===== config.mk =====
export PLATFORM = sky130hd
export DESIGN_NAME = instruction_issue_unit_flat
export DESIGN_NICKNAME = d
export VERILOG_FILES = /design/src/rtl/instruction_issue_unit_if.sv /design/src/rtl/instruction_issue_unit.sv /design/src/flat_wrapper.sv
export SDC_FILE = /design/constraint.sdc
export NUM_CORES = 1
export LEC_CHECK = 0
export CORE_MARGIN = 2
export CORE_UTILIZATION = 40
export CTS_CLUSTER_DIAMETER = 150
export DETAILED_ROUTE_END_ITERATION = 16
export SKIP_LAST_GASP = 1
export SLEW_MARGIN = 40
export SYNTH_ARGS = -nofsm -noshare
export SYNTH_HDL_FRONTEND = slang
export SYNTH_SLANG_ARGS = --single-unit

===== constraint.sdc =====
create_clock -name clock -period 4.1 [get_ports clock]
set_input_delay 0.615 -clock clock [delete_from_list [all_inputs] [get_ports clock]]
set_output_delay 0.615 -clock clock [all_outputs]
set_load 0.01 [all_outputs]

===== src/rtl/instruction_issue_unit_if.sv =====
// Load/run control and issue-side outputs of the instruction issue unit.
// The master side drives program loading and run requests; the slave side issues words.
interface instruction_issue_unit_if;
    logic        load_en;
    logic [4:0]  load_addr;
    logic [16:0] load_data;
    logic [5:0]  prog_len;
    logic        start;
    logic [16:0] instruction;
    logic        issue_valid;
    logic [4:0]  pc;
    logic        busy;
    logic        done;

    modport master (
        output load_en, load_addr, load_data, prog_len, start,
        input  instruction, issue_valid, pc, busy, done
    );

    modport slave (
        input  load_en, load_addr, load_data, prog_len, start,
        output instruction, issue_valid, pc, busy, done
    );
endinterface


===== src/rtl/instruction_issue_unit.sv =====
// Sequences a preloaded 32-word program onto the core datapath, holding each word for
// ISSUE_CYCLES and inserting HAZARD_BUBBLES bubbles on read-after-write dependencies.
module instruction_issue_unit #(
    parameter int          ISSUE_CYCLES   = 2,
    parameter int          HAZARD_BUBBLES = 2,
    parameter logic [16:0] BUBBLE_INSTR   = 17'b0
) (
    input  logic clock,
    input  logic reset,
    instruction_issue_unit_if.slave bus
);
    typedef enum logic [1:0] {IDLE, ISSUE, STALL, DONE} state_t;

    localparam logic [3:0] SLOT_LAST   = 4'(ISSUE_CYCLES - 1);
    localparam logic [3:0] BUBBLE_LAST = 4'(HAZARD_BUBBLES - 1);
    localparam bit         HAS_BUBBLES = (HAZARD_BUBBLES > 0);

    logic [16:0] mem [32];

    state_t      state, next_state;
    logic [4:0]  pc_q, next_pc;
    logic [3:0]  cnt, next_cnt;
    logic [5:0]  len_q, next_len;
    logic [1:0]  last_op;
    logic [4:0]  last_rd;
    logic [16:0] instr_q;
    logic        valid_q, busy_q, done_q;

    logic [16:0] nxt_word, issue_word;
    logic        hazard, slot_end, last_slot;

    // Hazard is judged between the word now in its slot and the one that follows it.
    assign nxt_word   = mem[pc_q + 5'd1];
    assign issue_word = mem[next_pc];
    assign hazard     = (last_op != 2'b11) &&
                        ((nxt_word[9:5] == last_rd) || (nxt_word[4:0] == last_rd));
    assign slot_end   = (cnt == SLOT_LAST);
    assign last_slot  = ({1'b0, pc_q} == (len_q - 6'd1));

    always_comb begin
        next_state = state;
        next_pc    = pc_q;
        next_cnt   = cnt;
        next_len   = len_q;
        case (state)
            IDLE: begin
                if (bus.start) begin
                    if (bus.prog_len == 6'd0) begin
                        next_state = DONE;
                    end else begin
                        next_state = ISSUE;
                        next_pc    = 5'd0;
                        next_cnt   = 4'd0;
                        next_len   = (bus.prog_len > 6'd32) ? 6'd32 : bus.prog_len;
                    end
                end
            end
            ISSUE: begin
                if (slot_end) begin
                    if (last_slot) begin
                        next_state = DONE;
                    end else begin
                        next_pc    = pc_q + 5'd1;
                        next_cnt   = 4'd0;
                        next_state = (hazard && HAS_BUBBLES) ? STALL : ISSUE;
                    end
                end else begin
                    next_cnt = cnt + 4'd1;
                end
            end
            STALL: begin
                if (cnt == BUBBLE_LAST) begin
                    next_state = ISSUE;
                    next_cnt   = 4'd0;
                end else begin
                    next_cnt = cnt + 4'd1;
                end
            end
            DONE:    next_state = IDLE;
            default: next_state = IDLE;
        endcase
    end

    // Outputs are registered from the next-state decode so they line up with the state.
    always_ff @(posedge clock) begin
        if (reset) begin
            state   <= IDLE;
            pc_q    <= 5'd0;
            cnt     <= 4'd0;
            len_q   <= 6'd0;
            last_op <= 2'b00;
            last_rd <= 5'd0;
            instr_q <= BUBBLE_INSTR;
            valid_q <= 1'b0;
            busy_q  <= 1'b0;
            done_q  <= 1'b0;
        end else begin
            state   <= next_state;
            pc_q    <= next_pc;
            cnt     <= next_cnt;
            len_q   <= next_len;
            instr_q <= (next_state == ISSUE) ? issue_word : BUBBLE_INSTR;
            valid_q <= (next_state == ISSUE);
            busy_q  <= (next_state == ISSUE) || (next_state == STALL);
            done_q  <= (next_state == DONE);
            if (next_state == ISSUE) begin
                last_op <= issue_word[16:15];
                last_rd <= issue_word[14:10];
            end
        end
    end

    // Program memory survives reset; loads only land while idle.
    always_ff @(posedge clock) begin
        if (!reset && (state == IDLE) && bus.load_en) begin
            mem[bus.load_addr] <= bus.load_data;
        end
    end

    assign bus.instruction = instr_q;
    assign bus.issue_valid = valid_q;
    assign bus.pc          = pc_q;
    assign bus.busy        = busy_q;
    assign bus.done        = done_q;
endmodule


===== src/flat_wrapper.sv =====
// flat-port wrapper written by rule: the top's interface ports become plain ports
module instruction_issue_unit_flat 
#(
    parameter int          ISSUE_CYCLES   = 2,
    parameter int          HAZARD_BUBBLES = 2,
    parameter logic [16:0] BUBBLE_INSTR   = 17'b0
)
  (clock, reset, bus_load_en, bus_load_addr, bus_load_data, bus_prog_len, bus_start, bus_instruction, bus_issue_valid, bus_pc, bus_busy, bus_done);
  instruction_issue_unit_if bus_i ();
  input  logic clock;
  input  logic reset;
  input wire logic [$bits(bus_i.load_en)-1:0] bus_load_en;
  input wire logic [$bits(bus_i.load_addr)-1:0] bus_load_addr;
  input wire logic [$bits(bus_i.load_data)-1:0] bus_load_data;
  input wire logic [$bits(bus_i.prog_len)-1:0] bus_prog_len;
  input wire logic [$bits(bus_i.start)-1:0] bus_start;
  output wire logic [$bits(bus_i.instruction)-1:0] bus_instruction;
  output wire logic [$bits(bus_i.issue_valid)-1:0] bus_issue_valid;
  output wire logic [$bits(bus_i.pc)-1:0] bus_pc;
  output wire logic [$bits(bus_i.busy)-1:0] bus_busy;
  output wire logic [$bits(bus_i.done)-1:0] bus_done;
  assign bus_i.load_en = bus_load_en;
  assign bus_i.load_addr = bus_load_addr;
  assign bus_i.load_data = bus_load_data;
  assign bus_i.prog_len = bus_prog_len;
  assign bus_i.start = bus_start;
  assign bus_instruction = bus_i.instruction;
  assign bus_issue_valid = bus_i.issue_valid;
  assign bus_pc = bus_i.pc;
  assign bus_busy = bus_i.busy;
  assign bus_done = bus_i.done;
  instruction_issue_unit #(.ISSUE_CYCLES(ISSUE_CYCLES), .HAZARD_BUBBLES(HAZARD_BUBBLES), .BUBBLE_INSTR(BUBBLE_INSTR)) u_core (.clock(clock), .reset(reset), .bus(bus_i));
endmodule

==> summary.txt <==
Status
  – Status: complete, no violations

Routing
  – Wire length per cell: 28.0 um
  – DRT antenna net count: 0
  – 1st-iter DRT viols: 2,142
  – Routed Wire Length: 81,300 um
  – Via density: 6.17
  – # DRC: 0
  – Pre-Repair DR Iteration Count: 7
  – Routed via count: approximately 18,000

Synth
  – Seq/Total Area, Yosys: approximately two thirds
  – Mapped Nets: roughly 1,900
  – EDFF count, synth: between 500 and 600
  – Synth unique cells: between 60 and 70
  – Yosys top cell area share: between 60% and 70%
  – Post-Syn Area: 0.0262 sq mm
  – Ys async rst share: 0%
  – Synth top cells by count: 544 x edfxtp_1, 236 x nand2_1, 129 x a21oi_1
  – Top cells by area, synth: edfxtp_1 62%, mux4_2 7.3%, mux2i_1 3.7%
  – Syn. warnings: 0
  – Mapped Cells: approximately 1,800
  – Avg Inst Size Synth: about 14 sq um
  – Largest area contributor in the netlist: edfxtp_1
  – Synth Flop Type: edfxtp_1
  – Most frequent cell after synthesis: edfxtp_1
  – Seq cells post-synth: a little under 600

Run
  – Max-cap viol count: 0

Critical path
  – Slowest-stage cell, CP: dfxtp_4
  – Critical path class: flop to flop
  – CP Launch Type: flop
  – Critical path cell sequence: ha_4 > buf_12 > buf_4 > buf_12 > mux4_2 > nand2_1 > nand3_1 > nand4_1 > xor2_2 > nand3_2 > o22ai_4 > buf_4 > o31ai_4 > ha_4 > nor2b_4 > nand2_1 > buf_12 > buf_4 > o22ai_1
  – WP data arrival: between 4 and 5 ns
  – Max Fanout on Critical Path: 11
  – Buffers and inverters on the worst path: 6
  – CP required: 4.62 ns
  – Worst setup EP type: flop
  – CP delay by family, top: simple AND/OR/NAND/NOR gates
  – Peak per-stage delay on the critical path: 0.37 ns

Floorplanning
  – Initial Utilization: approximately two fifths
  – Die width: 260 um
  – DIE AREA: around 0.068 sq mm
  – Die height: about 260 um
  – Rows: 93
  – Total core area: 0.0646 sq mm
  – IO Count: 57

Placement
  – Detailed placement HPWL: 51,400 um
  – I/O Buffers: 56
  – Dpl ws: -0.594 ns
  – Final Wtd Congestion: approximately 0.88

Global routing
  – Vias in the first global route: 17,700
  – Initial antenna violation count: 1
  – Total Routing Usage GR: 23.8%
  – First-pass GRT wire length: ~120,000 um
  – Largest net degree at the start of global routing: 57
  – Grt ovf: 0

CTS
  – Hold buffers post-CTS: 0
  – Clk slew on worst S/H paths: 0.06 ns
  – CTS tree: done
  – Clock Latency Late Sink: 0.64 ns
  – CTS Buf Count: 58
  – CTS Sinks: approximately 590
  – Root Buffer: clkbuf_16
  – Clock buffer depth: 3
  – CTS HTree Levels: 2

Power
  – Pwr dens: 440 mW/mm^2
  – Clock network fraction of design power: 42.1%
  – Static Leak: 11.0 nW
  – P_sw: approximately 3.3 mW
  – Switching Share: 23.6%
  – Maximum VDD drop: 316 uV
  – Reg power frac: between 40% and 50%
  – Gate power share: between 10% and 20%
  – P_int: 10.7 mW

Timing
  – RSZ-0062 raised after global routing: yes
  – Final hold viol count: 0
  – Fin crit period: 4.05 ns
  – Measured slew at the worst slew-check pin: 0.748 ns
  – Skew final: around 0.026 ns
  – # setup viols final: 0
  – Fin worst setup slack: 0.0523 ns
  – F_max: 247 MHz
  – Slew Limit Fails: 0
  – Relative slew slack: 50.1%
  – Setup TNS: 0 ns
  – Final Cycle Share: between 90% and 100%

Cells and area
  – Layout cell share with drive strength beyond 1: between 20% and 30%
  – P&R area growth vs syn: 21.4%
  – Nets@finish: ~2,000
  – # diodes: 0
  – Fill count: 5,421

Hold path
  – Tightest Hold Check Type: input pin to flop
timing repair:
item	CTS	global route
resized for setup	19	32
buffers inserted	0	7
cloned	0	3
pin swaps	0	17
setup endpoints to repair	24	22
placed cells by master, fill, tap and decap left out, types with 10 or more instances in the layout:
| master | instances |
|---|---|
| nor4_1 | 16 |
| bufinv_16 | 12 |
| a21oi_1 | 127 |
| nor4b_1 | 40 |
| a22o_1 | 21 |
| a211oi_1 | 89 |
| buf_12 | 46 |
| clkbuf_16 | 62 |
| o31ai_1 | 15 |
| buf_2 | 10 |
| edfxtp_1 | 544 |
| nor2_2 | 32 |
| a221oi_1 | 47 |
| inv_1 | 16 |
| nand3_1 | 50 |
| buf_4 | 139 |
| nor2_1 | 31 |
| clkdlybuf4s50_1 | 46 |
| dfxtp_1 | 42 |
| mux4_2 | 85 |
| mux2i_1 | 96 |
| clkinvlp_4 | 17 |
| nand2_1 | 235 |
| o211ai_1 | 14 |
| xor2_1 | 12 |
| o221ai_1 | 10 |
worst paths after layout:
kind / start / to / slack (ns) / depth (start not counted)
max reg2reg: u_core.bus.pc[0] / u_core.bus.instruction[1] / 0.05 / 19
min: bus_load_data[8] / u_core.mem[5][8] / 0.48 / 1
min reg2reg: u_core.last_op[0] / u_core.last_op[0] / 0.49 / 2
max: u_core.bus.pc[0] / u_core.bus.instruction[1] / 0.05 / 19
worst register-to-register path, stage by stage, from the launching register on:
cell and delay (ns):
dfxtp_4 0.37, ha_4 0.30, buf_12 0.12, buf_4 0.14, buf_12 0.16, mux4_2 0.23, nand2_1 0.07, nand3_1 0.11
nand4_1 0.25, xor2_2 0.28, nand3_2 0.16, o22ai_4 0.10, buf_4 0.17, o31ai_4 0.24, ha_4 0.20, nor2b_4 0.28
nand2_1 0.14, buf_12 0.18, buf_4 0.14, o22ai_1 0.30
routing by layer:
layer	global-route usage (%)	up-vias	share of wire, %	wire length [um]
met5	0	-	0.0098	8
met1	32.4	9046	40	32800
li1	-	7642	-	-
met3	4.56	212	9.1	7370
met4	9.55	2	4.2	3430
met2	37.8	984	46	37700
cell families (layout without fill, tap and decap cells):
kind of cell	after synthesis	count (layout)	synth area share, %
buf+inv	152	372	2.54
fa+ha+maj	9	9	0.430
flops	588	588	65.7
xor+xnor	22	22	0.736
mux	182	182	11.0
compound gates	398	398	10.7
simple gates	474	474	8.81
stage by stage:
step	total power, mW	cells	utilization (%)	hold WS [ns]	instance area, sq um
floorplan	7.55	1825	-	0.425	26200
finish	14.0	2900	49.2	0.482	31800
CTS	14.0	2890	48.7	0.456	31500
global placement	8.14	2780	45.3	0.442	29300
global route	14.4	2900	49.2	0.483	31800
detailed placement	8.15	2780	45.2	0.443	29200
flip-flops by register name, summed over array words and instances (netlist names):
name,flops
u_core.bus.instruction,17
u_core.bus.done,1
u_core.last_op,2
u_core.state,2
u_core.mem,544
u_core.last_rd,5
u_core.bus.busy,1
u_core.len_q,6
u_core.bus.issue_valid,1
u_core.bus.pc,5
u_core.cnt,4
final cells by class:
class | instances | area, sq um | area share [%]
sequential | 588 | 17200 | 54.2
multi-input combinational | 1085 | 8700 | 27.4
timing repair buffer | 246 | 2590 | 8.14
clock buffer | 63 | 1530 | 4.82
tap | 855 | 1070 | 3.36
clock inverter | 47 | 624 | 1.96
inverter | 16 | 60.1 | 0.189
power groups by stage:
stage	Sequential, mW	Combinational [mW]	Clock, mW
2_1_floorplan	6.77	0.779	0
3_3_place_gp	6.79	1.35	0
4_1_cts	6.66	1.39	5.97
5_1_grt	6.66	1.54	6.20
6_report	6.66	1.44	5.89
3_5_place_dp	6.79	1.36	0
No activity file was read; power rests on OpenSTA's default activity.
